--- src/rtl/itcm_port_arbiter.sv ---
// Arbitrates the single-port ITCM between instruction fetch and the data side,
// with bounded fetch starvation. Define ITCM_ARB_PERF_EN to add performance counters.
module itcm_port_arbiter #(
    parameter int ADDR_WTH   = 32,
    parameter int WORD_WTH   = 32,
    parameter int MAX_STARVE = 4,
    parameter int CNT_WTH    = 8
) (
    input  logic                  clk,
    input  logic                  rst,
    input  logic                  fetch_en_i,
    input  logic [ADDR_WTH-1:0]   ifu_addr_i,
    input  logic                  d_req_i,
    input  logic                  d_we_i,
    input  logic [WORD_WTH/8-1:0] d_be_i,
    input  logic [ADDR_WTH-1:0]   d_addr_i,
    input  logic [WORD_WTH-1:0]   d_wdata_i,
    output logic                  d_gnt_o,
    output logic                  d_rvalid_o,
    output logic [WORD_WTH-1:0]   d_rdata_o,
    output logic                  ifu_stall_pc_o,
    output logic                  ifu_stall_o,
    output logic [ADDR_WTH-1:0]   itcm_addr_o,
    output logic                  itcm_we_o,
    output logic [WORD_WTH/8-1:0] itcm_be_o,
    output logic [WORD_WTH-1:0]   itcm_wdata_o,
    input  logic [WORD_WTH-1:0]   itcm_rdata_i
`ifdef ITCM_ARB_PERF_EN
    ,
    output logic [31:0]           perf_dgrant_cnt_o,
    output logic [31:0]           perf_force_cnt_o
`endif
);

    localparam int BE_WTH = WORD_WTH / 8;

    typedef enum logic [1:0] {
        S_FETCH = 2'd0,
        S_DATA  = 2'd1,
        S_FORCE = 2'd2
    } state_t;

    state_t               state_reg, state_next;
    logic [CNT_WTH-1:0]   count_reg, count_next, count_inc;
    logic                 at_limit;
    logic                 rd_pend_reg;
    logic                 data_last_reg;
    logic                 gnt_d;

    assign gnt_d = d_req_i && (state_reg != S_FORCE);

    // Saturating increment: the count never wraps back to a small value.
    assign count_inc = (count_reg == {CNT_WTH{1'b1}}) ? count_reg : count_reg + 1'b1;
    assign at_limit  = (count_inc >= CNT_WTH'(MAX_STARVE));

    always_comb begin
        state_next = S_FETCH;
        count_next = '0;
        if (fetch_en_i) begin
            case (state_reg)
                S_FETCH, S_DATA: begin
                    if (gnt_d) begin
                        count_next = count_inc;
                        state_next = at_limit ? S_FORCE : S_DATA;
                    end
                end
                default: begin
                    state_next = S_FETCH;
                    count_next = '0;
                end
            endcase
        end
    end

    always_ff @(posedge clk) begin
        if (rst) begin
            state_reg     <= S_FETCH;
            count_reg     <= '0;
            rd_pend_reg   <= 1'b0;
            data_last_reg <= 1'b0;
        end else begin
            state_reg     <= state_next;
            count_reg     <= count_next;
            rd_pend_reg   <= gnt_d & ~d_we_i;
            data_last_reg <= gnt_d & fetch_en_i;
        end
    end

    assign itcm_addr_o    = gnt_d ? d_addr_i : ifu_addr_i;
    assign itcm_we_o      = gnt_d & d_we_i;
    assign itcm_wdata_o   = d_wdata_i;

    generate
        for (genvar gi = 0; gi < BE_WTH; gi++) begin : g_be
            assign itcm_be_o[gi] = gnt_d & d_be_i[gi];
        end
    endgenerate

    assign d_gnt_o        = gnt_d;
    assign d_rvalid_o     = rd_pend_reg;
    assign d_rdata_o      = itcm_rdata_i;

    // The ITCM word returned the cycle after a data grant is not an instruction.
    assign ifu_stall_pc_o = gnt_d & fetch_en_i;
    assign ifu_stall_o    = data_last_reg;

`ifdef ITCM_ARB_PERF_EN
    logic [31:0] perf_dgrant_reg;
    logic [31:0] perf_force_reg;

    always_ff @(posedge clk) begin
        if (rst) begin
            perf_dgrant_reg <= '0;
            perf_force_reg  <= '0;
        end else begin
            if (gnt_d)
                perf_dgrant_reg <= perf_dgrant_reg + 32'd1;
            if (state_next == S_FORCE)
                perf_force_reg  <= perf_force_reg + 32'd1;
        end
    end

    assign perf_dgrant_cnt_o = perf_dgrant_reg;
    assign perf_force_cnt_o  = perf_force_reg;
`endif

endmodule
--- config.mk ---
export PLATFORM = sky130hd
export DESIGN_NAME = itcm_port_arbiter
export DESIGN_NICKNAME = d
export VERILOG_FILES = /design/src/rtl/itcm_port_arbiter.sv
export SDC_FILE = /design/constraint.sdc
export NUM_CORES = 1
export LEC_CHECK = 0
export BUFFER_PORTS_ARGS = -buffer_cell sky130_fd_sc_hd__buf_2
export CELL_PAD_IN_SITES_DETAIL_PLACEMENT = 0
export CELL_PAD_IN_SITES_GLOBAL_PLACEMENT = 1
export CORE_UTILIZATION = 17
export DETAILED_ROUTE_END_ITERATION = 6
export GPL_TIMING_DRIVEN = 0
export PLACE_DENSITY = 0.95
export SKIP_LAST_GASP = 1
export SYNTH_ARGS = -nofsm -noshare
export SYNTH_HDL_FRONTEND = slang
export SYNTH_SLANG_ARGS = --single-unit
--- constraint.sdc ---
create_clock -name clk -period 3.3 [get_ports clk]
set_input_delay 0 -clock clk [delete_from_list [all_inputs] [get_ports clk]]
set_output_delay 0 -clock clk [all_outputs]
set_load 0.02 [all_outputs]
==> results.py, run 1 <==
metrics = {
    "outcome": {
        "status": "finished, final reports clean",
    },
    "synthesis": {
        "ys_seq_area_share_pct": 16.1,
        "synth_nets": 377,
        "synthTopCellsByArea": "buf_4 (32%), nand2_1 (25%), dfxtp_1 (16%)",
        "synth_fa_ha_area_share_pct": 0.840,
        "yosys-mux-area-fraction_pct": 0.672,
        "syn_area_um2": 1490,
        "netlist.area_leader.share_pct": 32.2,
        "synth_xor_area_share_pct": 1.18,
        "synth_cell_types": 35,
        "synth.largest_area_cell": "buf_4",
        "ys_ff_latch": 12,
        "async_reset_ff_share_pct": 0,
        "synth_cells": 239,
        "yosysWarnings": 0,
        "ys.flop_type": "dfxtp_1",
        "synth-simple-area-share_pct": 39.5,
        "avgSynthCellArea_um2": 6.24,
        "synth-edff-count": 0,
        "synth_compound_area_share_pct": 5.21,
        "synth_top_family_by_area": "simple AND/OR/NAND/NOR gates",
    },
    "floorplan": {
        "initial_utilization_pct": 17.9,
        "io-pin-count": 242,
        "fp.dieW_um": 95.6,
        "dieArea_um2": 9140,
        "core_area_um2": 8340,
        "fp.dieH_um": 95.6,
        "rows": 33,
    },
    "clocking": {
        "clock-sinks": 12,
        "numCtsBuffers": 3,
        "path_clk_slew_ns": 0.06,
        "clockBufferDepth": 2,
        "cts_tree": "built",
        "cts_root_buffer": "clkbuf_8",
        "clk_latency_ns": 0.24,
        "htree_levels": 1,
    },
    "grt": {
        "track_usage_pct": 9.87,
        "grt_max_degree": 11,
        "grt-ovfl-total": 0,
        "antenna_found_initial": 0,
        "grt_pass1_wl_um": 7110,
        "grt_pass1_vias": 1655,
    },
    "placed_design": {
        "gp_congestion": 0.733,
        "dpl.hpwl_um": 4990,
        "portBuffers": 177,
    },
    "finish": {
        "fillers": 924,
        "drive_gt1_share_pct": 60.0,
        "layout_commonest_cell": "buf_2",
        "largest_reg_flops": 8,
        "most-common-layout-cells": "buf_2 (180), nand2_1 (99), buf_4 (64)",
        "layout.nets": 562,
        "syn2layout_area_growth_pct": 74.0,
        "diodes": 0,
    },
    "timing": {
        "worst_pin_slew_ns": 0.461,
        "whs_ns": 0.0559,
        "finalHoldViolations": 0,
        "timing.final.setup_violations": 0,
        "finalCritPeriodShare_pct": 58.7,
        "fmaxAchievable_mhz": 516,
        "drv_slew": 0,
        "setup_tns_ns": 0,
        "fin_crit_ns": 1.94,
        "rsz0062_at_grt": "no",
        "finClkSkew_ns": 0.00672,
        "max_slew_margin_pct": 69.2,
    },
    "critical_path": {
        "critical_path.startpoint_type": "flip-flop",
        "path_delay_family": "buffers and inverters",
        "critPathRequiredTime_ns": 3.42,
        "crit_type": "flip-flop to flip-flop",
        "cp-end-kind": "flip-flop",
        "arrival_ns": 2.06,
        "critPathMaxFanout": 10,
        "cp_num_buf_inv": 3,
        "worstPathCellList": "inv_1 -> o21ai_2 -> clkbuf_1 -> nor3_1 -> dlygate4sd3_1",
        "regToRegSetupSlack_ns": 1.36,
        "r2r-end": "d_rvalid_o",
        "worstRegToRegCells": 5,
        "critical_path.slowest_cell": "dlygate4sd3_1",
        "max_stage_delay_ns": 0.56,
        "worst_r2r_startpoint": "state_reg[1]",
    },
    "min_path": {
        "hp-start": "fetch_en_i",
        "holdPathStages": 3,
        "hold_path_class": "input port to flip-flop",
        "hold_end": "ifu_stall_o",
    },
    "detailed_routing": {
        "firstDrtPassIters": 4,
        "dr_total_vias": 2055,
        "routedWlPerCell_um": 10.5,
        "wl_um": 5570,
        "route.detailed.drc": 0,
        "antenna_left": 0,
        "first_iter_violations": 58,
        "vias_per_cell": 3.89,
    },
    "power_and_ir_drop": {
        "pwr-share-comb_pct": 51.7,
        "p_clk_share_pct": 25.1,
        "p_leak_nw": 1.60,
        "p_sw_share_pct": 37.3,
        "pwr-share-seq_pct": 23.1,
        "p_sw_mw": 0.239,
        "p_int_mw": 0.401,
        "p_per_area_nw_per_um2": 247,
        "irDropWorstVdd_mv": 0.202,
    },
    "run": {
        "cap_violations": 0,
    },
}
-- layout make-up --
type | instances | area, um2 | area share, %
buffer | 73 | 526 | 20.3
clock buffer | 4 | 55.1 | 2.12
inverter | 5 | 18.8 | 0.724
multi-input combinational | 149 | 706 | 27.2
sequential | 12 | 240 | 9.27
tap | 105 | 131 | 5.07
timing repair buffer | 180 | 916 | 35.3
-- metal layers --
layer	track usage [%]	share of wire [%]	up-vias	wire length, um
met5	0	0	-	0
met4	1.12	0.18	0	10
met3	1.83	9.0	2	502
met2	20.0	55	109	3090
met1	10.7	35	890	1970
li1	-	-	1054	-
-- metrics by stage --
step                setup WS (ns)  instances  utilization [%]  area (um2)  power, mW
floorplan                    1.91        239                -        1490      0.359
global placement             1.60        521             30.1        2510      0.481
detailed placement           1.58        521             30.1        2510      0.483
CTS                          1.29        528             31.1        2590      0.649
global route                 1.15        528             31.1        2590      0.681
finish                       1.36        528             31.1        2590      0.640
-- synth_stat cells (2+ instances only) --
cell type and number:
inv_1 5, nand2_1 99, xor2_1 2, and2_1 5, nor2_1 10, buf_4 64, dfxtp_1 12, nor3_1 6
buf_2 3, nand4b_1 2, nand4_1 2, and3_1 2, clkbuf_1 5
-- worst register-to-register path, stage by stage, from the launching register on --
cell and delay, ns:
dfxtp_1 0.31, inv_1 0.05, o21ai_2 0.39, clkbuf_1 0.42, nor3_1 0.09, dlygate4sd3_1 0.56
-- worst max-delay path by stage --
stage | start | to | slack (ns) | depth (start not counted)
2_1_floorplan | count_reg[0] | state_reg[0] | 1.91 | 5
3_3_place_gp | state_reg[1] | itcm_addr_o[14] | 1.60 | 8
3_5_place_dp | state_reg[1] | itcm_addr_o[18] | 1.58 | 8
4_1_cts | state_reg[1] | d_rvalid_o | 1.29 | 5
5_1_grt | state_reg[1] | d_rvalid_o | 1.15 | 5
6_report | state_reg[1] | d_rvalid_o | 1.36 | 5
-- power groups by stage --
stage	sequential (mW)	combinational (mW)	clock, mW
after detailed placement	0.151	0.332	0
after floorplan	0.152	0.206	0
after global routing	0.148	0.362	0.172
after global placement	0.151	0.330	0
after CTS	0.148	0.335	0.166
final	0.148	0.331	0.161
-- cell families (layout without fill, tap and decap cells) --
kind of cell,after synthesis,in the layout
XOR/XNOR,2,2
AND/OR/NAND/NOR,135,135
adder cells (fa/ha/maj),1,1
buffers and inverters,78,262
multiplexers,1,1
AO/OA/AOI/OAI,10,10
flip-flops,12,12
-- repair_timing --
item,4_1_cts,5_1_grt
hold buffers,3,0
buffers inserted,0,0
gates resized for setup,0,0
setup endpoints to repair,0,0
hold endpoints to repair,2,0
No activity file was read; power rests on OpenSTA's default activity.
==> run 2, diff against run 1 <==
- ABC_AREA: not set -> 1
- CORE_UTILIZATION: 17 -> 16
- clock period: 3.3 -> 1.8 ns (I/O delays scaled with it)
==> run 2 against run 1 <==
Sequential power rose by 84%. First-iteration DRC count fell by 41%. Critical path depth did not move. Final area rose by 2.5%. Wire length fell by 1.1%. Die area rose by 9.2%. Synthesized cell count rose by 13%. Via count rose by 6.0%. Total power rose by 77%. Highest routed layer unchanged.
==> results.py, run 2 <==
metrics = {
    "outcome": {
        "status": "finished, final reports clean",
    },
    "finish": {
        "fillers": 1043,
        "largest_reg_flops": 8,
        "diodes": 0,
        "layout.nets": 594,
        "drive_gt1_share_pct": 57.0,
        "utilization_pct": 28.6,
        "most-common-layout-cells": "buf_2 (179), nand2_1 (119), buf_4 (65)",
        "fin_area_um2": 2660,
        "syn2layout_area_growth_pct": 73.2,
        "layout_commonest_cell": "buf_2",
    },
    "critical_path": {
        "max_stage_delay_ns": 0.55,
        "critPathRequiredTime_ns": 1.93,
        "worstPathCellList": "inv_1 -> o21ai_2 -> buf_2 -> nor3_1 -> dlygate4sd3_1",
        "crit_type": "flip-flop to flip-flop",
        "critPathMaxFanout": 10,
        "cp_num_buf_inv": 3,
        "cp-end-kind": "flip-flop",
        "critical_path.slowest_cell": "dlygate4sd3_1",
        "arrival_ns": 1.78,
        "path_delay_family": "buffers and inverters",
        "critical_path.startpoint_type": "flip-flop",
    },
    "detailed_routing": {
        "routedWlPerCell_um": 9.44,
        "antenna_left": 0,
        "vias_per_cell": 3.74,
        "firstDrtPassIters": 4,
        "first_iter_violations": 34,
        "dr_total_vias": 2178,
        "wl_um": 5510,
        "route.detailed.drc": 0,
    },
    "timing": {
        "worst_pin_slew_ns": 0.395,
        "max_slew_margin_pct": 73.7,
        "drv_slew": 0,
        "finClkSkew_ns": 0.00315,
        "whs_ns": 0.0995,
        "timing.final.setup_violations": 0,
        "fmaxAchievable_mhz": 606,
        "finalHoldViolations": 0,
        "finalCritPeriodShare_pct": 91.8,
        "rsz0062_at_grt": "yes",
        "fin_crit_ns": 1.65,
    },
    "clocking": {
        "path_clk_slew_ns": 0.05,
        "cts_root_buffer": "clkbuf_8",
        "clock-sinks": 12,
        "htree_levels": 1,
        "cts_tree": "built",
        "clk_latency_ns": 0.24,
        "clockBufferDepth": 2,
        "numCtsBuffers": 3,
    },
    "floorplan": {
        "dieArea_um2": 9980,
        "io-pin-count": 242,
        "rows": 35,
        "fp.dieH_um": 99.9,
        "fp.dieW_um": 99.9,
        "initial_utilization_pct": 16.5,
        "core_area_um2": 9280,
    },
    "synthesis": {
        "async_reset_ff_share_pct": 0,
        "netlist.area_leader.share_pct": 31.8,
        "ys_ff_latch": 12,
        "synthMostInstantiatedCell": "nand2_1",
        "yosysWarnings": 0,
        "synth_cells": 271,
        "synthTopCellsByArea": "buf_4 (32%), nand2_1 (29%), dfxtp_1 (16%)",
        "synth_cell_types": 19,
        "synth.largest_area_cell": "buf_4",
        "avgSynthCellArea_um2": 5.66,
        "synthTopCellsByCount": "nand2_1 (119), buf_4 (65), inv_1 (21), nor2_1 (19)",
        "synth_nets": 409,
        "ys_seq_area_share_pct": 15.7,
        "ys.flop_type": "dfxtp_1",
        "syn_area_um2": 1530,
        "synth-edff-count": 0,
    },
    "placed_design": {
        "gp_congestion": 0.860,
        "dpl.hpwl_um": 4850,
        "portBuffers": 177,
        "placed_area_um2": 2580,
    },
    "power_and_ir_drop": {
        "p_per_area_nw_per_um2": 425,
        "irDropWorstVdd_mv": 0.194,
        "p_leak_nw": 1.70,
    },
    "grt": {
        "grt_pass1_wl_um": 7360,
        "grt-ovfl-total": 0,
        "grt_pass1_vias": 1752,
        "antenna_found_initial": 0,
        "grt_max_degree": 11,
        "track_usage_pct": 9.12,
    },
    "run": {
        "cap_violations": 0,
    },
    "min_path": {
        "hold_path_class": "input port to flip-flop",
    },
}
==> run 2: changes by cell type after synthesis, sizes merged, moves of 4 or more <==
cell   before  now
nand2      99  122
inv         5   21
nand3       1   12
nor2       10   21
and2        5    0
nor3        6    2
==> run 2: cells by family (layout without fill, tap and decap cells) <==
group	count (synthesis)	after routing	synth area share, %
fa+ha+maj	1	1	0.816
flops	12	12	15.7
simple gates	158	158	41.5
compound gates	7	7	2.61
buf+inv	93	276	39.4
==> run 2: power breakdown <==
| group | internal (mW) | switching (mW) | total, mW |
|---|---|---|---|
| logic | 0.275 | 0.338 | 0.613 |
| registers | 0.270 | 0.00194 | 0.272 |
| clock network | 0.147 | 0.0983 | 0.246 |
==> run 2: final cells by class <==
type	count	area, um2	share of cell area (%)
multi-input combinational	166	689	25.9
inverter	21	78.8	2.97
clock buffer	3	41.3	1.55
tap	129	161	6.07
timing repair buffer	180	916	34.5
sequential	12	240	9.04
buffer	72	531	20.0
==> run 2: tightest hold or removal path, stage by stage <==
cell and delay [ns]:
buf_2 0.11, o21ai_2 0.12, nor3_4 0.05
==> run 2: metrics by stage <==
step | power, mW | instances | setup TNS, ns | setup slack [ns]
after floorplan | 0.660 | 271 | 0 | 0.476
after global placement | 0.886 | 577 | 0 | 0.348
after detailed placement | 0.889 | 577 | 0 | 0.320
after CTS | 1.14 | 583 | 0 | 0.0804
after global routing | 1.20 | 583 | -0.00928 | -0.00530
final | 1.13 | 583 | 0 | 0.148
==> run 2: final timing paths <==
check / startpoint / depth (start not counted) / to / slack (ns)
setup / recovery: state_reg[1] / 5 / d_rvalid_o / 0.15
setup reg to reg: state_reg[1] / 5 / d_rvalid_o / 0.15
hold / removal: d_req_i / 3 / ifu_stall_o / 0.1
hold reg to reg: count_reg[0] / 1 / count_reg[0] / 0.49
==> run 2: repair_timing <==
item	in CTS	in global routing
hold endpoints to repair	2	0
resized for setup	0	6
setup endpoints to repair	0	19
buffers inserted	0	0
hold buffers	3	0
==> run 2: per-layer routing <==
| layer | vias up | share of wire, % | global-route usage, % |
|---|---|---|---|
| li1 | 1115 | - | - |
| met1 | 930 | 37 | 9.38 |
| met2 | 126 | 54 | 18.9 |
| met3 | 7 | 8.3 | 0.975 |
| met4 | 0 | 1.3 | 2.71 |
| met5 | - | 0 | 0 |
==> run 3, diff against run 2 <==
- CTS_BUF_LIST: not set -> sky130_fd_sc_hd__clkbuf_4
- CTS_CLUSTER_DIAMETER: not set -> 80
==> run 3 against run 2 <==
Sequential share of layout area barely moved. Combinational power barely moved. Final area fell by 0.42%. Highest routed layer unchanged.
==> results.py, run 3 (same netlist as run 2, synthesis figures left out) <==
metrics = {
    "outcome": {
        "status": "finished, final reports clean",
    },
    "timing": {
        "max_slew_margin_pct": 73.8,
        "worst_pin_slew_ns": 0.394,
        "fmaxAchievable_mhz": 630,
        "finalCritPeriodShare_pct": 88.2,
        "fin_crit_ns": 1.59,
        "drv_slew": 0,
        "finClkSkew_ns": 0.00140,
        "whs_ns": 0.0311,
        "setup_tns_ns": 0,
        "rsz0062_at_grt": "no",
        "finalHoldViolations": 0,
        "timing.final.setup_violations": 0,
    },
    "grt": {
        "grt_max_degree": 11,
        "grt_pass1_wl_um": 7310,
        "grt_pass1_vias": 1723,
        "grt-ovfl-total": 0,
        "antenna_found_initial": 0,
        "track_usage_pct": 9.02,
    },
    "finish": {
        "syn2layout_area_growth_pct": 72.5,
        "layout_commonest_cell": "buf_2",
        "most-common-layout-cells": "buf_2 (179), nand2_1 (119), buf_4 (65)",
        "drive_gt1_share_pct": 57.0,
        "diodes": 0,
        "layout.nets": 594,
        "fin_cells": 583,
        "largest_reg_flops": 8,
    },
    "placed_design": {
        "gp_congestion": 0.860,
        "dpl.hpwl_um": 4850,
        "placed_cells": 577,
        "portBuffers": 177,
    },
    "floorplan": {
        "rows": 35,
        "initial_utilization_pct": 16.5,
        "fp.dieH_um": 99.9,
        "dieArea_um2": 9980,
        "fp.dieW_um": 99.9,
        "io-pin-count": 242,
        "core_area_um2": 9280,
    },
    "detailed_routing": {
        "vias_per_cell": 3.72,
        "dr_total_vias": 2169,
        "first_iter_violations": 41,
        "antenna_left": 0,
        "route.detailed.drc": 0,
        "firstDrtPassIters": 4,
        "wl_um": 5480,
        "routedWlPerCell_um": 9.39,
    },
    "power_and_ir_drop": {
        "pwr-share-seq_pct": 25.8,
        "irDropWorstVdd_mv": 0.171,
        "pwr-share-comb_pct": 58.3,
        "p_clk_share_pct": 15.9,
        "p_per_area_nw_per_um2": 398,
        "p_int_mw": 0.622,
        "p_sw_share_pct": 40.9,
        "p_sw_mw": 0.431,
        "p_leak_nw": 1.70,
    },
    "clocking": {
        "cts_tree": "built",
        "numCtsBuffers": 3,
        "htree_levels": 1,
        "cts_root_buffer": "clkbuf_4",
        "clock-sinks": 12,
        "path_clk_slew_ns": 0.07,
        "clk_latency_ns": 0.28,
        "cts_setup_buffers": 0,
        "clockBufferDepth": 2,
    },
    "critical_path": {
        "cp-end-kind": "flip-flop",
        "critPathMaxFanout": 10,
        "crit_type": "flip-flop to flip-flop",
        "critPathRequiredTime_ns": 1.97,
        "critical_path.startpoint_type": "flip-flop",
        "arrival_ns": 1.75,
    },
    "run": {
        "cap_violations": 0,
    },
    "min_path": {
        "hold_path_class": "input port to flip-flop",
    },
}
run 3: cell types whose count changed in the layout (fill, tap and decap cells not counted), sizes merged:
cell / before / now
buf: 246 / 245
clkbuf: 6 / 7
run 3: cell type report:
cell class	count	area [um2]
timing repair buffer	180	916
sequential	12	240
buffer	72	531
multi-input combinational	166	697
tap	129	161
clock buffer	3	22.5
fill	1046	6640
inverter	21	78.8
run 3: critical path, stage by stage, from the launching register on:
cell	delay [ns]
dfxtp_1	0.31
inv_1	0.06
o21ai_4	0.20
buf_2	0.27
nor3_1	0.07
dlygate4sd3_1	0.55
run 3: layer usage:
layer | part of all wire, % | GRT usage (%)
met5 | 0 | 0
met4 | 1.1 | 2.38
met3 | 8.4 | 0.975
met2 | 54 | 18.7
met1 | 36 | 9.38
run 3: path summary, 6_finish.rpt:
| kind | from | to | slack, ns | cells after the start |
|---|---|---|---|---|
| max | state_reg[1] | d_rvalid_o | 0.21 | 5 |
| max reg2reg | state_reg[1] | d_rvalid_o | 0.21 | 5 |
| min reg2reg | count_reg[0] | count_reg[0] | 0.49 | 1 |
| min | d_req_i | ifu_stall_o | 0.03 | 3 |
run 3: power by group through the flow:
stage | clock, mW | sequential [mW] | combinational, mW
2_1_floorplan | 0 | 0.279 | 0.381
3_3_place_gp | 0 | 0.277 | 0.609
3_5_place_dp | 0 | 0.277 | 0.612
4_1_cts | 0.167 | 0.271 | 0.618
5_1_grt | 0.182 | 0.272 | 0.661
6_report | 0.168 | 0.271 | 0.614
run 3: timing repair:
| action | 4_1_cts | 5_1_grt |
|---|---|---|
| gates resized for setup | 0 | 6 |
| endpoints found under the hold margin | 2 | 0 |
| hold buffers | 3 | 0 |
| endpoints found under the setup margin | 0 | 26 |
run 3: stage by stage:
step / instance area, um2 / utilization (%) / worst slack (ns) / power [mW]
after floorplan: 1530 / - / 0.476 / 0.660
after global placement: 2580 / 27.8 / 0.348 / 0.886
after detailed placement: 2580 / 27.8 / 0.320 / 0.889
after CTS: 2630 / 28.4 / 0.0424 / 1.06
after global routing: 2650 / 28.5 / 0.0129 / 1.12
final: 2650 / 28.5 / 0.213 / 1.05
